<file path="src/rtl/typing_pkg.sv">
// Shared types and ASCII constants for the typing trainer progress engine.
package typing_pkg;

  typedef enum logic [1:0] {
    StIdle,
    StRun,
    StCheck,
    StDone
  } state_e;

  localparam logic [6:0] ASCII_NUL       = 7'h00;
  localparam logic [7:0] ASCII_PRINT_MIN = 8'h20;
  localparam logic [7:0] ASCII_PRINT_MAX = 8'h7E;

  function automatic logic is_printable(input logic [7:0] c);
    return (c >= ASCII_PRINT_MIN) && (c <= ASCII_PRINT_MAX);
  endfunction

endpackage

</file>
<file path="src/rtl/sec_timer.sv">
// Elapsed-seconds counter: prescaler divides clk by CLK_HZ, seconds saturate at 0xFFFF.
module sec_timer #(
  parameter int unsigned CLK_HZ = 50_000_000
) (
  input  logic        clk,
  input  logic        rst_n,
  input  logic        clear,
  input  logic        enable,
  output logic [15:0] seconds
);

  localparam int unsigned PW = (CLK_HZ > 1) ? $clog2(CLK_HZ) : 1;
  localparam logic [PW-1:0] PMax = PW'(CLK_HZ - 1);

  logic [PW-1:0] presc_q, presc_d;
  logic [15:0]   sec_q, sec_d;

  always_comb begin
    presc_d = presc_q;
    sec_d   = sec_q;
    if (enable) begin
      if (presc_q == PMax) begin
        presc_d = '0;
        if (sec_q != 16'hFFFF) sec_d = sec_q + 16'd1;
      end else begin
        presc_d = presc_q + PW'(1);
      end
    end
  end

  always_ff @(posedge clk) begin
    if (!rst_n || clear) begin
      presc_q <= '0;
      sec_q   <= '0;
    end else begin
      presc_q <= presc_d;
      sec_q   <= sec_d;
    end
  end

  assign seconds = sec_q;

endmodule

</file>
<file path="src/rtl/typing_tracker.sv">
// Keystroke checker for the typing trainer: compares keys against the prompt ROM,
// drives the renderer cursor and keeps error count, elapsed time and completion.
module typing_tracker
  import typing_pkg::*;
#(
  parameter int unsigned COLS   = 64,
  parameter int unsigned ROWS   = 5,
  parameter int unsigned CLK_HZ = 50_000_000
) (
  input  logic        clk,
  input  logic        rst_n,
  input  logic        restart,
  input  logic        key_valid,
  input  logic [7:0]  key_ascii,
  output logic        key_ready,
  output logic [11:0] prompt_index,
  input  logic [6:0]  prompt_char,
  output logic [31:0] correct_index_x,
  output logic [31:0] correct_index_y,
  output logic [15:0] error_count,
  output logic [15:0] elapsed_sec,
  output logic        done
);

  localparam int unsigned XW    = (COLS > 1) ? $clog2(COLS) : 1;
  localparam int unsigned YW    = $clog2(ROWS + 1);
  localparam int unsigned IdxW  = 12;
  localparam int unsigned Total = COLS * ROWS;
  localparam logic [XW-1:0] XMax = XW'(COLS - 1);

  state_e          state_q, state_d;
  logic [7:0]      key_q, key_d;
  logic [XW-1:0]   x_q, x_d, x_adv;
  logic [YW-1:0]   y_q, y_d, y_adv;
  logic [15:0]     err_q, err_d;
  logic [IdxW-1:0] idx_q, idx_d, lin_adv;
  logic            key_take;
  logic            match;
  logic            timer_en;

  assign key_ready = (state_q == StIdle) || (state_q == StRun);
  assign key_take  = key_valid && key_ready && is_printable(key_ascii);
  assign match     = !key_q[7] && (key_q[6:0] == prompt_char);
  assign timer_en  = (state_q == StRun) || (state_q == StCheck);

  always_comb begin
    x_adv = x_q + XW'(1);
    y_adv = y_q;
    if (x_q == XMax) begin
      x_adv = '0;
      y_adv = y_q + YW'(1);
    end
    lin_adv = IdxW'(y_adv) * IdxW'(COLS) + IdxW'(x_adv);
  end

  always_comb begin
    state_d = state_q;
    key_d   = key_q;
    x_d     = x_q;
    y_d     = y_q;
    err_d   = err_q;
    unique case (state_q)
      StIdle: begin
        if (key_take) begin
          key_d   = key_ascii;
          state_d = StCheck;
        end
      end
      StRun: begin
        // Terminator check wins over a key arriving in the same cycle.
        if (prompt_char == ASCII_NUL) begin
          state_d = StDone;
        end else if (key_take) begin
          key_d   = key_ascii;
          state_d = StCheck;
        end
      end
      StCheck: begin
        state_d = StRun;
        if (match) begin
          x_d = x_adv;
          y_d = y_adv;
          if (lin_adv == IdxW'(Total)) state_d = StDone;
        end else if (err_q != 16'hFFFF) begin
          err_d = err_q + 16'd1;
        end
      end
      StDone: begin
        state_d = StDone;
      end
      default: state_d = StIdle;
    endcase
    idx_d = IdxW'(y_d) * IdxW'(COLS) + IdxW'(x_d);
  end

  always_ff @(posedge clk) begin
    if (!rst_n || restart) begin
      state_q <= StIdle;
      key_q   <= '0;
      x_q     <= '0;
      y_q     <= '0;
      err_q   <= '0;
      idx_q   <= '0;
    end else begin
      state_q <= state_d;
      key_q   <= key_d;
      x_q     <= x_d;
      y_q     <= y_d;
      err_q   <= err_d;
      idx_q   <= idx_d;
    end
  end

  sec_timer #(
    .CLK_HZ (CLK_HZ)
  ) u_sec_timer (
    .clk     (clk),
    .rst_n   (rst_n),
    .clear   (restart),
    .enable  (timer_en),
    .seconds (elapsed_sec)
  );

  assign prompt_index    = idx_q;
  assign correct_index_x = 32'(x_q);
  assign correct_index_y = 32'(y_q);
  assign error_count     = err_q;
  assign done            = (state_q == StDone);

endmodule

</file>
<file path="config.mk">
export PLATFORM = sky130hd
export DESIGN_NAME = typing_tracker
export DESIGN_NICKNAME = d
export VERILOG_FILES = /design/src/rtl/typing_pkg.sv /design/src/rtl/sec_timer.sv /design/src/rtl/typing_tracker.sv
export SDC_FILE = /design/constraint.sdc
export NUM_CORES = 1
export LEC_CHECK = 0
export ABC_AREA = 0
export BUFFER_PORTS_ARGS = -buffer_cell sky130_fd_sc_hd__buf_2
export CAP_MARGIN = 20
export CORE_MARGIN = 5
export CORE_UTILIZATION = 45
export DETAILED_ROUTE_END_ITERATION = 8
export PLACE_DENSITY_LB_ADDON = 0.1
export SLEW_MARGIN = 30
export SYNTH_ARGS = -nofsm -noshare
export SYNTH_HDL_FRONTEND = slang
export SYNTH_SLANG_ARGS = --single-unit
</file>
<file path="constraint.sdc">
create_clock -name clk -period 2.29 [get_ports clk]
set_input_delay 0.1145 -clock clk [delete_from_list [all_inputs] [get_ports clk]]
set_output_delay 0.1145 -clock clk [all_outputs]
set_load 0.03 [all_outputs]
</file>
==> run_results.csv, run 1 <==
group,metric,value,unit
sta,tns,0,ns
placement,dpl.hpwl,7330,µm
power,peakVddDrop,0.346,mV
flow_run,drv_cap,0,
drt,vias_per_cell,5.05,
drt,drc_errors,0,
die,dieArea,12000,µm²
cts,postCtsSetupRepairBufs,0,
cts,clkTransAtPathRegs,0.08,ns
yosys,syn_area,4470,µm²
placement,placedInstanceArea,4780,µm²
finish,fin_area,4940,µm²
placement,portBuffers,70,
worst_setup_path,cp.arrival,2.42,ns
yosys,syn-instance-count,527,
cts,cts_tree,"done",
worst_setup_path,worst-setup-path-type,"reg2reg",
worst_setup_path,crit_path_end,"u_sec_timer.seconds[10]$_SDFFE_PP0P_",
yosys,avgSynthCellArea,8.48,µm²
yosys,ys_seq_elements,77,
power,power.leakage,2.05,nW
global_routing,grt_usage,0.159,
drt,vias,3733,
finish,multi_input_area,2550,µm²
drt,avgRoutedWirePerCell,13.2,µm
sta,period_minus_slack,2.15,ns
yosys,seq_area_frac_synth,0.345,
worst_setup_path,r2r_cells,7,
finish,syn2layout_area_growth,10.6,%
worst_setup_path,timing.rr.start,"state_q[1]$_SDFF_PP0_",
worst_hold_path,hp-class,"in2reg",
yosys,synthTopCellsByCount,"77 x dfxtp_1, 67 x buf_4, 60 x nor2_1",
status,status,"completed",
die,ios,129,
global_routing,grt_antenna_before_repair,0,
sta,report.final.hold_viol_count,0,
power,power_density,498,nW/µm²
sta,rsz0062_at_grt,"no",
cts,root_buffer,"clkbuf_8",
finish,drive_gt1_frac,0.198,
sta,finalMaxSlewViolations,0,
yosys,synth_async_sr_flop_share,0,
sta,layout_setup_ws,0.141,ns
cts,clock_sinks,77,
finish,nFillCells,966,
cts,cts_buffers,9,
sta,fmax,465,MHz
worst_setup_path,path_max_fanout,6,
drt,detail_route.first_pass.iterations,4,
worst_setup_path,reg2reg_slack,0.14,ns
worst_setup_path,required,2.56,ns
die,die_w,110,µm
yosys,synth.largest_area_cell,"dfxtp_1",
sta,worst_pin_slew,0.597,ns
yosys,ys_warn_count,0,
yosys,synthDistinctLibCells,58,
cts,cts.path.max_buffers,2,
cts,ctsHtreeMaxLevel,3,
yosys,synthFlopType,"dfxtp_1",
drt,drtIter0Drc,146,
die,coreArea,9730,µm²
finish,n_antenna_cell,0,
cts,ctsResizeCount,0,
sta,relSlewSlack,0.602,
yosys,synth_area_leaders,"dfxtp_1 34%, buf_4 11%, nor2_1 5.0%",
global_routing,grt_remaining_overflow,0,
worst_setup_path,reg2reg_to,"u_sec_timer.seconds[10]$_SDFFE_PP0P_",
finish,nets,631,
die,die-height,110,µm
global_routing,grt_pass1_vias,3444,
worst_setup_path,end_kind,"flip-flop",
sta,setup_viol,0,
worst_setup_path,crit_path_start,"state_q[1]$_SDFF_PP0_",
sta,fin_skew,0.0109,ns
die,initial_core_util,0.459,
cts,insertion_delay,0.35,ns
finish,fin_util,0.508,
worst_hold_path,hold_depth,3,
sta,hold_ws,0.0274,ns
yosys,synth-edff-count,0,
sta,finalCritPeriodShare,0.938,
placement,pre_cts_slack,0.0956,ns
drt,postRouteAntennaNets,0,
cts,ctsHoldBuffers,0,
placement,gp_congestion,0.806,
die,rows,36,
yosys,netlist.area_leader.share,0.345,
worst_setup_path,crit_path_start_kind,"flip-flop",
drt,routed_wirelength,9760,µm
finish,seq_area,1540,µm²
global_routing,grt_pass1_wl,15600,µm
yosys,yosysMostFrequentCell,"dfxtp_1",
global_routing,grt_max_degree,25,
logic make-up after synthesis:
logic type / after synthesis / synth area share
and+or+nand+nor: 221 / 0.271
buffers and inverters: 91 / 0.133
DFF: 77 / 0.345
AOI/OAI and AO/OA: 73 / 0.111
xor gates and xnor gates: 37 / 0.0725
muxes: 16 / 0.0358
adders and majority gates: 11 / 0.0308
other: 1 / 0.000839
cells in the final DEF, fill, tap and decap left out, types with 6 or more instances in the layout:
cell type and instances:
nor2_1 60, dfxtp_1 75, o21ai_0 10, and3_1 12
nand2_1 37, inv_1 7, mux2i_1 16, conb_1 58
buf_4 20, nor3_1 9, nand2b_1 8, xnor2_1 13
ha_1 11, nand3_1 24, a31oi_1 6, and4_1 7
buf_2 70, nand4_1 19, xor2_1 24, clkbuf_8 9
a21oi_1 25, or3_1 10
registers in the layout (all words and copies together), names as in the netlist:
register,count
y_q,3
prompt_index,1
u_sec_timer.presc_q,26
error_count,16
key_q,8
u_sec_timer.seconds,16
x_q,5
state_q,2
layout make-up:
cell class,instances,area share
timing repair buffer,90,0.101
clock buffer,11,0.0266
tap,133,0.0337
clock inverter,5,0.00557
sequential,77,0.312
inverter,7,0.00532
multi-input combinational,416,0.515
how the worst min path moves through the flow:
stage | startpoint | to
CTS | key_ascii[3] | key_q[3]$_SDFFE_PP0P_
detailed placement | key_ascii[0] | key_q[0]$_SDFFE_PP0P_
floorplan | key_ascii[0] | key_q[0]$_SDFFE_PP0P_
global route | key_ascii[3] | key_q[3]$_SDFFE_PP0P_
global placement | key_ascii[2] | key_q[2]$_SDFFE_PP0P_
finish | key_ascii[0] | key_q[0]$_SDFFE_PP0P_
report_power, final:
part           total, mW  leakage [nW]  switching (mW)  internal, mW
clock              0.882        0.0829           0.495         0.387
combinational      0.234          1.34           0.191        0.0428
sequential          1.34         0.621         0.00303          1.34
total               2.46          2.05           0.690          1.77
stage by stage:
stage / cells / total power [mW]
floorplan: 584 / 1.64
global placement: 723 / 1.61
detailed placement: 723 / 1.61
CTS: 739 / 2.50
global route: 739 / 2.58
finish: 739 / 2.46
metal layers:
layer,share of wire,global-route usage
met1,0.43,0.192
met2,0.51,0.283
met3,0.054,0.0352
met4,0.0047,0.0454
met5,0,0
worst max-delay path: stages, from the launching register on:
cell	delay [ns]
dfxtp_2	0.37
inv_1	0.08
ha_1	0.29
and3_1	0.19
nand3_1	0.13
or4_4	0.56
or3_1	0.33
a21oi_1	0.14
No activity file was read; power rests on OpenSTA's default activity.
==> run 2: changes to the inputs <==
--- a/config.mk
+++ b/config.mk
@@ -8,10 +8,14 @@
 export ABC_AREA = 0
 export BUFFER_PORTS_ARGS = -buffer_cell sky130_fd_sc_hd__buf_2
 export CAP_MARGIN = 20
+export CELL_PAD_IN_SITES_DETAIL_PLACEMENT = 1
+export CELL_PAD_IN_SITES_GLOBAL_PLACEMENT = 1
 export CORE_MARGIN = 5
-export CORE_UTILIZATION = 45
+export CORE_UTILIZATION = 35
 export DETAILED_ROUTE_END_ITERATION = 8
+export GPL_TIMING_DRIVEN = 0
 export PLACE_DENSITY_LB_ADDON = 0.1
+export REMOVE_ABC_BUFFERS = 1
 export SLEW_MARGIN = 30
 export SYNTH_ARGS = -nofsm -noshare
 export SYNTH_HDL_FRONTEND = slang
==> run 2 against run 1 <==
  * Sequential share of layout area fell by 1.2 points
  * Routed wire length is 19% higher
  * Global-route usage shrank 0.29 points
  * Die area increased by 26%
  * Final area grew 4.1%
  * Critical path type unchanged
  * Largest cell class unchanged
==> run_results.csv, run 2 (same netlist as run 1, synthesis figures left out) <==
group,metric,value,unit
die,rows,41,
cts,cts_buffers,9,
sta,fin_skew,0.00770,ns
worst_setup_path,crit_path_start_kind,"flip-flop",
finish,top_register,"u_sec_timer.presc_q",
power,p_comb_frac,0.081,
placement,dpl.hpwl,8530,µm
sta,finalMaxSlewViolations,0,
global_routing,grt_pass1_wl,18800,µm
placement,gp_congestion,0.759,
power,sw_frac_of_total,0.254,
sta,report.final.hold_viol_count,0,
sta,worst_pin_slew,0.770,ns
cts,clkTransAtPathRegs,0.06,ns
worst_setup_path,end_kind,"flip-flop",
worst_setup_path,cp.arrival,2.40,ns
die,die_w,123,µm
cts,cts_tree,"done",
placement,dp.cells,745,
drt,vias_per_cell,5.03,
drt,routed_wirelength,11600,µm
cts,cts.path.max_buffers,2,
placement,portBuffers,70,
power,power_density,587,nW/µm²
worst_setup_path,worst-setup-path-type,"reg2reg",
sta,hold_ws,0.0309,ns
sta,finalCritPeriodShare,0.947,
drt,avgRoutedWirePerCell,15.2,µm
global_routing,grt_pass1_vias,3780,
power,p_seq_frac,0.446,
worst_hold_path,hp-class,"in2reg",
finish,drive_gt1_frac,0.202,
drt,drtIter0Drc,135,
status,status,"completed",
drt,vias,3852,
power,power,3.02,mW
finish,n_antenna_cell,0,
drt,detail_route.first_pass.iterations,4,
drt,postRouteAntennaNets,0,
worst_setup_path,critPathSlowestCell,"nor4_2",
finish,nets,619,
die,initial_core_util,0.356,
finish,mostFrequentLayoutCell,"dfxtp_1",
global_routing,grt_max_degree,45,
cts,ctsHtreeMaxLevel,3,
die,dieArea,15100,µm²
sta,period_minus_slack,2.17,ns
power,internal_power,2.25,mW
cts,ctsHoldBuffers,0,
sta,relSlewSlack,0.483,
finish,syn2layout_area_growth,15.1,%
finish,final_cell_count_no_fill,766,
cts,clock_sinks,77,
global_routing,grt_remaining_overflow,0,
power,pwr-share-clk,0.473,
die,die-height,123,µm
power,power.switching,0.766,mW
cts,insertion_delay,0.35,ns
worst_setup_path,crit_chain,"nand4_1, nor4_2, buf_4, nor2_1, and3_1, mux2i_1",
cts,root_buffer,"clkbuf_16",
finish,largest_reg_flops,26,
worst_setup_path,required,2.53,ns
finish,layout_common_cells,"75 x dfxtp_1, 70 x buf_2, 60 x nor2_1, 58 x conb_1, 37 x nand2_1",
power,power.leakage,2.09,nW
worst_setup_path,slowest_delay,0.61,ns
die,ios,129,
sta,rsz0062_at_grt,"yes",
power,peakVddDrop,0.393,mV
sta,fmax,461,MHz
die,coreArea,12600,µm²
global_routing,grt_usage,0.156,
worst_setup_path,path_max_fanout,8,
sta,setup_viol,0,
drt,drc_errors,0,
global_routing,grt_antenna_before_repair,0,
flow_run,drv_cap,0,
==> run 2: changes by cell type in the layout (fill, tap and decap cells not counted), moves of 3 or more <==
| cell | previous run | this run |
|---|---|---|
| buf_4 | 20 | 6 |
| clkbuf_16 | 0 | 9 |
| clkbuf_8 | 9 | 1 |
| nor4_4 | 0 | 3 |
==> run 2: worst paths after layout <==
check                                                  from                            to  slack (ns)  cells past startpoint
worst min-delay path                           key_ascii[0]         key_q[0]$_SDFFE_PP0P_        0.03                      3
worst max-delay path            error_count[4]$_SDFFE_PP0P_  error_count[11]$_SDFFE_PP0P_        0.12                      6
worst max register to register  error_count[4]$_SDFFE_PP0P_  error_count[11]$_SDFFE_PP0P_        0.12                      6
worst min register to register        key_q[7]$_SDFFE_PP0P_         key_q[7]$_SDFFE_PP0P_        0.46                      2
==> run 2: repair_timing <==
action | CTS | global route
pin swaps | 2 | 1
resized for setup | 6 | 7
endpoints found under the setup margin | 28 | 28
hold endpoints to repair | 0 | 0
setup buffers | 3 | 2
==> run 2: layout make-up <==
cell class                      instances  area [µm²]
Multi-Input combinational cell        416        2630
Clock buffer                           11         243
Fill cell                            1535        7420
Inverter                                7        26.3
Clock inverter                          5        50.0
Timing Repair Buffer                   78         434
Tap cell                              172         215
Sequential cell                        77        1540
==> run 2: power by group through the flow <==
| stage | Combinational (mW) | Clock [mW] | Sequential, mW |
|---|---|---|---|
| floorplan | 0.180 | 0 | 1.38 |
| global placement | 0.224 | 0 | 1.38 |
| detailed placement | 0.236 | 0 | 1.38 |
| CTS | 0.242 | 1.48 | 1.35 |
| global route | 0.263 | 1.53 | 1.35 |
| finish | 0.245 | 1.43 | 1.35 |
==> run 2: metal layers <==
layer | global-route usage | vias to the layer above | part of all wire
met1 | 0.182 | 1883 | 0.42
met2 | 0.279 | 80 | 0.51
met5 | 0 | - | 0
met4 | 0.0443 | 0 | 0.013
met3 | 0.0457 | 13 | 0.057
li1 | - | 1876 | -
==> run 2: through the flow <==
| stage | setup slack (ns) | util | area, µm² | TNS [ns] |
|---|---|---|---|---|
| after floorplan | -0.210 | - | 4120 | -0.646 |
| after CTS | 0.0216 | 0.407 | 5110 | 0 |
| after global routing | -0.0517 | 0.409 | 5150 | -0.0758 |
| after detailed placement | -0.334 | 0.378 | 4750 | -4.01 |
| final | 0.121 | 0.409 | 5150 | 0 |
| after global placement | -1.31 | 0.372 | 4680 | -36.40 |
==> run 2: worst max-delay path: cells and delay by family (launching register included) <==
| kind | cells | cell delay, ns |
|---|---|---|
| AND/OR/NAND/NOR | 4 | 1.27 |
| multiplexers | 1 | 0.11 |
| flip-flops | 1 | 0.42 |
| buffers and inverters | 1 | 0.25 |
